$ cat src/rtl/counter_rate_ctrl.sv
// Rate controller for the Tang Nano 9k LED counter.
// Two active-low buttons are synchronised and debounced, and their press
// events are arbitrated into a saturating speed exponent. A shift-derived
// period paces a one-cycle tick that advances a 6-bit active-low LED counter.
`timescale 1ns/1ps

module counter_rate_ctrl #(
    parameter int WAIT_TIME       = 13500000,
    parameter int DEBOUNCE_CYCLES = 270000,
    parameter int MAX_EXP         = 6,
    parameter int CNT_W           = 24
) (
    input  logic             clk,
    input  logic             rst,
    input  logic             btn1,
    input  logic             btn2,
    output logic             tick,
    output logic [2:0]       rate_exp,
    output logic [CNT_W-1:0] period,
    output logic [5:0]       led
);

    localparam int               DB_W     = $clog2(DEBOUNCE_CYCLES + 1);
    localparam logic [DB_W-1:0]  DB_LAST  = DB_W'(DEBOUNCE_CYCLES - 1);
    localparam logic [CNT_W-1:0] WAIT_VAL = CNT_W'(WAIT_TIME);
    localparam logic [CNT_W-1:0] CNT_ONE  = CNT_W'(1);
    localparam logic [2:0]       MAX_VAL  = 3'(MAX_EXP);

    // Index 0 is button 1 ("faster"), index 1 is button 2 ("slower").
    logic [1:0] btn_raw;

    logic [1:0]            sync0_q, sync0_d;
    logic [1:0]            sync1_q, sync1_d;
    logic [1:0]            deb_q, deb_d;
    logic [1:0]            deb_prev_q, deb_prev_d;
    logic [1:0]            press_q, press_d;
    logic [1:0][DB_W-1:0]  db_cnt_q, db_cnt_d;

    logic [2:0]       rate_exp_q, rate_exp_d;
    logic             rate_change;
    logic [CNT_W-1:0] cnt_q, cnt_d;
    logic             tick_q, tick_d;
    logic [5:0]       led_cnt_q, led_cnt_d;

    assign btn_raw = {btn2, btn1};

    // Synchronise, debounce and turn each debounced falling edge into a one-cycle press.
    always_comb begin
        sync0_d    = btn_raw;
        sync1_d    = sync0_q;
        deb_d      = deb_q;
        db_cnt_d   = db_cnt_q;
        deb_prev_d = deb_q;
        press_d    = deb_prev_q & ~deb_q;
        for (int i = 0; i < 2; i++) begin
            if (sync1_q[i] == deb_q[i]) begin
                db_cnt_d[i] = '0;
            end else if (db_cnt_q[i] == DB_LAST) begin
                db_cnt_d[i] = '0;
                deb_d[i]    = sync1_q[i];
            end else begin
                db_cnt_d[i] = db_cnt_q[i] + 1'b1;
            end
        end
    end

    // Arbitrate press events: chords reset the exponent, single presses step it with saturation.
    always_comb begin
        rate_exp_d = rate_exp_q;
        if (press_q[0] && (press_q[1] || !deb_q[1])) begin
            rate_exp_d = 3'd0;
        end else if (press_q[1] && !deb_q[0]) begin
            rate_exp_d = 3'd0;
        end else if (press_q[0]) begin
            if (rate_exp_q < MAX_VAL) begin
                rate_exp_d = rate_exp_q + 3'd1;
            end
        end else if (press_q[1]) begin
            if (rate_exp_q != 3'd0) begin
                rate_exp_d = rate_exp_q - 3'd1;
            end
        end
    end

    assign rate_change = (rate_exp_d != rate_exp_q);
    assign period      = WAIT_VAL >> rate_exp_q;

    // Pace the tick from the period; a real rate change restarts the phase and suppresses the tick.
    always_comb begin
        cnt_d     = cnt_q + CNT_ONE;
        tick_d    = 1'b0;
        led_cnt_d = led_cnt_q;
        if (rate_change) begin
            cnt_d = '0;
        end else if (cnt_q == period - CNT_ONE) begin
            cnt_d  = '0;
            tick_d = 1'b1;
        end
        if (tick_q) begin
            led_cnt_d = led_cnt_q + 6'd1;
        end
    end

    // State registers; reset returns buttons to released and all counters to zero.
    always_ff @(posedge clk) begin
        if (rst) begin
            sync0_q    <= 2'b11;
            sync1_q    <= 2'b11;
            deb_q      <= 2'b11;
            deb_prev_q <= 2'b11;
            press_q    <= 2'b00;
            db_cnt_q   <= '0;
            rate_exp_q <= 3'd0;
            cnt_q      <= '0;
            tick_q     <= 1'b0;
            led_cnt_q  <= 6'd0;
        end else begin
            sync0_q    <= sync0_d;
            sync1_q    <= sync1_d;
            deb_q      <= deb_d;
            deb_prev_q <= deb_prev_d;
            press_q    <= press_d;
            db_cnt_q   <= db_cnt_d;
            rate_exp_q <= rate_exp_d;
            cnt_q      <= cnt_d;
            tick_q     <= tick_d;
            led_cnt_q  <= led_cnt_d;
        end
    end

    assign tick     = tick_q;
    assign rate_exp = rate_exp_q;
    assign led      = ~led_cnt_q;

endmodule
$ cat config.mk
export PLATFORM = sky130hd
export DESIGN_NAME = counter_rate_ctrl
export DESIGN_NICKNAME = d
export VERILOG_FILES = /design/src/rtl/counter_rate_ctrl.sv
export SDC_FILE = /design/constraint.sdc
export NUM_CORES = 1
export LEC_CHECK = 0
export BUFFER_PORTS_ARGS = -buffer_cell sky130_fd_sc_hd__buf_2
export CORE_MARGIN = 2
export CORE_UTILIZATION = 40
export CTS_CLUSTER_SIZE = 12
export DETAILED_ROUTE_END_ITERATION = 8
export GPL_TIMING_DRIVEN = 0
export SYNTH_ARGS = -nofsm -noshare
export SYNTH_HDL_FRONTEND = slang
export SYNTH_SLANG_ARGS = --single-unit
export TNS_END_PERCENT = 1
$ cat constraint.sdc
create_clock -name clk -period 4 [get_ports clk]
set_clock_uncertainty 0.1 [all_clocks]
set_input_delay 0.6 -clock clk [delete_from_list [all_inputs] [get_ports clk]]
set_output_delay 0.6 -clock clk [all_outputs]
set_load 0.01 [all_outputs]
==> impl_results.md <==
* CTS resizes at 0
* Global-route total usage across every layer at 17.1%
* Slew margin rel. at approximately 30%
* Setup Total Neg Slack at 0 ns
* Endpoints failing hold at 0
* Endpoint class of the critical path: flip-flop
* Area added between synthesis and finish at 13.1%
* Share of layout cells above drive strength 1 at 14.8%
* Distinct cells, synth at 54
* Crit share post-route at between 80% and 90%
* Length of the first detailed-routing pass in iterations at 4
* Post-synth ARST share at 0%
* Core region area at 10400 sq um
* # placed instances at between 600 and 700
* Outcome: finished, final reports clean
* Number of synthesized flops with an enable pin at 0
* Placement Setup Slack at 0.550 ns
* Clock slew at reported path FFs at 0.08 ns
* Synthesized area per cell at 8.49 sq um
* Minimum setup slack among reg-to-reg paths at 0.55 ns
* Lkg Pwr at about 1.8 nW
* Floorplan die area at 11500 sq um
* CP Launch Point: rate_exp[1]$_SDFF_PP0_
* Initial antenna violation count at 0
* Post-DR wirelength/cell at 13.1 um
* Gpl congestion at 0.882
* Number of global-route vias before repair at 3322
* CTS tree: built
* Area taken by multi-input logic gates at 2350 sq um
* Worst-Margin Slew at 1.05 ns
* Die Y at 107 um
* Final setup violation count at 0
* Yosys synthesis warning count at 0
* Via count normalized by instance count at 5.07
* Critical Path RT at 4.13 ns
* Buffer type at the clock tree root: sky130_fd_sc_hd__clkbuf_8
* Leading cell type in the layout, fill and taps excluded: sky130_fd_sc_hd__dfxtp_1
* ANT nets after route at 0
* Post-Route Utilization at 46.6%
* IR Drop Worst-Case VDD at 0.187 mV
* Residual DRC at 0
* Synthesized flop and latch total at 82
* Diodes inserted at 0
* Iter 0 DRT Violations at 188
* Reg-to-reg startpoint: rate_exp[1]$_SDFF_PP0_
* Most used cells in the layout excluding fill and tap cells: sky130_fd_sc_hd__dfxtp_1, sky130_fd_sc_hd__nor2_1, sky130_fd_sc_hd__xor2_1, sky130_fd_sc_hd__buf_2, sky130_fd_sc_hd__xnor2_1
* CTS Buffer Depth at 2
* Instance area after placement at 4620 sq um
* End point of the critical path: cnt_q[19]$_SDFF_PP0_
* Critical path peak fanout at 10
* Data arrival, critical path at 3.59 ns
* Sum of net half-perimeters after detailed placement at 6.74 mm
* Type of the worst setup path: reg2reg
* Synth Flop Type: sky130_fd_sc_hd__dfxtp_1
* Peak clock frequency supported by timing at roughly 290 MHz
* Worst-case setup margin in the final layout at between 0.5 and 0.6 ns
* Routed WL at roughly 9.1 mm
* Rows at 37
* Total power divided by cell area at 338 nW/um^2
* I/O pins at 38
* Post-layout total power at 1.63 mW
* Maximum number of pins on one net before global-route repair at 16
* Synthesized Nets at 520
* Hold path start: deb_prev_q[0]$_SDFF_PP1_
* Setup bufs post-CTS at 0
* Initial core utilization at 41.2%
* Path type of the worst min-delay path: reg2reg
* Syn Inst Count at 503
* Total CTS buffers at 9
* Tmin final at between 3 and 4 ns
* Die Span X at 107 um
* Slew Limit Fails at 0
* # clock sinks at between 80 and 90
* Number of hold-repair buffers added at the cts stage at 0
* Layout fillers at 1030
* Setup repair after global routing missed its margin: no
* Sequential cell area at between 1500 and 2000 sq um
* Endpoint of the most critical register-to-register path: cnt_q[19]$_SDFF_PP0_
* Critical path launch point type: flip-flop
* Post-Synthesis Cell Area at ~4300 sq um
* Summed area of non-filler cells in the final layout at 4830 sq um
* Final standard cell count with taps included and fillers excluded at 691
* Final Net Count at roughly 570
* Congestion Overflow GR at 0
* Register area share after synthesis at 38.4%
* Clock latency at the later pin of the worst-skew pair at 0.35 ns
* Input/output buffers at 36
* H-tree lvl count at 3
* Final worst hold slack at between 0.3 and 0.4 ns
* Global-route wire length before repair at 15.9 mm
* Worst reg-to-reg path cell count at 14
* Max-cap viol count at 0
* Total via count after detailed routing at 3503
==> flip-flops by register name, indices dropped and copies added (netlist names) <==
register and count:
db_cnt_q 38, cnt_q 24, led_cnt_q 6, rate_exp 3, deb_prev_d 2, deb_prev_q 2
press_q 2, sync0_q 2, sync1_q 2, tick 1
==> cells in the mapped netlist (all sizes together) (3+ instances only) <==
| cell type | number | area share [%] |
|---|---|---|
| a211o | 4 | 0.82 |
| a21oi | 16 | 1.9 |
| and3 | 11 | 1.6 |
| buf | 10 | 2.0 |
| clkbuf | 13 | 1.9 |
| dfxtp | 82 | 38 |
| ha | 13 | 3.8 |
| inv | 30 | 2.6 |
| nand2 | 36 | 3.2 |
| nand2b | 5 | 0.73 |
| nand3 | 26 | 3.0 |
| nand4 | 20 | 3.1 |
| nor2 | 63 | 5.5 |
| nor2b | 6 | 0.88 |
| nor3 | 27 | 3.3 |
| nor3b | 5 | 0.88 |
| nor4 | 7 | 1.4 |
| o21ai | 8 | 0.94 |
| o22ai | 3 | 0.44 |
| or2 | 6 | 0.88 |
| or3 | 5 | 0.73 |
| xnor2 | 37 | 7.6 |
| xor2 | 38 | 7.8 |
==> worst max-delay path, cell delays in order (launching register included) <==
cell,delay [ns]
sky130_fd_sc_hd__dfxtp_1,0.45
sky130_fd_sc_hd__clkbuf_8,0.20
sky130_fd_sc_hd__inv_1,0.12
sky130_fd_sc_hd__ha_1,0.36
sky130_fd_sc_hd__clkbuf_8,0.18
sky130_fd_sc_hd__buf_6,0.15
sky130_fd_sc_hd__nand2_1,0.08
sky130_fd_sc_hd__ha_1,0.32
sky130_fd_sc_hd__xor2_1,0.16
sky130_fd_sc_hd__o2111ai_1,0.11
sky130_fd_sc_hd__nor2_1,0.15
sky130_fd_sc_hd__nand4_2,0.14
sky130_fd_sc_hd__nor4_4,0.53
sky130_fd_sc_hd__buf_6,0.22
sky130_fd_sc_hd__nor3_1,0.06
==> cell type report <==
cell class                 instances  share of cell area [%]
clock buffer                      10                    2.85
buffer                            23                    3.44
tap                              136                    3.52
sequential                        82                    34.0
multi-input combinational        367                    48.6
inverter                          31                    2.41
clock inverter                     6                    1.48
timing repair buffer              36                    3.73
==> worst min path at each step <==
| stage | end | slack [ns] | depth (start not counted) |
|---|---|---|---|
| floorplan | sync1_q[0]$_SDFF_PP1_ | 0.29 | 1 |
| global placement | sync1_q[0]$_SDFF_PP1_ | 0.29 | 1 |
| detailed placement | sync1_q[1]$_SDFF_PP1_ | 0.29 | 1 |
| CTS | sync0_q[0]$_SDFF_PP1_ | 0.31 | 2 |
| global route | sync0_q[0]$_SDFF_PP1_ | 0.31 | 2 |
| finish | press_q[0]$_SDFF_PP0_ | 0.31 | 2 |
==> routing by layer <==
layer  vias to the layer above  GRT usage, %  routed length, um
li1                       1796             -                  -
met1                      1612          23.3               4520
met2                        83          27.0               3980
met3                        12          3.63                443
met4                         0          5.95                140
met5                         -             0                  0
==> power by group <==
part | internal (mW) | leakage, nW | switching [mW]
combinational | 0.0729 | 1.02 | 0.101
sequential | 0.825 | 0.662 | 0.0139
clock | 0.311 | 0.0995 | 0.309
==> cells by family (layout without fill, tap and decap cells) <==
logic type | count (synthesis) | after routing | synth area share, %
mux | 3 | 3 | 0.732
buf+inv | 54 | 106 | 6.62
simple gates | 228 | 228 | 27.4
other cells | 1 | 1 | 0.0878
flops | 82 | 82 | 38.4
xor+xnor | 75 | 75 | 15.4
fa+ha+maj | 13 | 13 | 3.81
compound gates | 47 | 47 | 7.50
(Power assumes the default switching activity.)
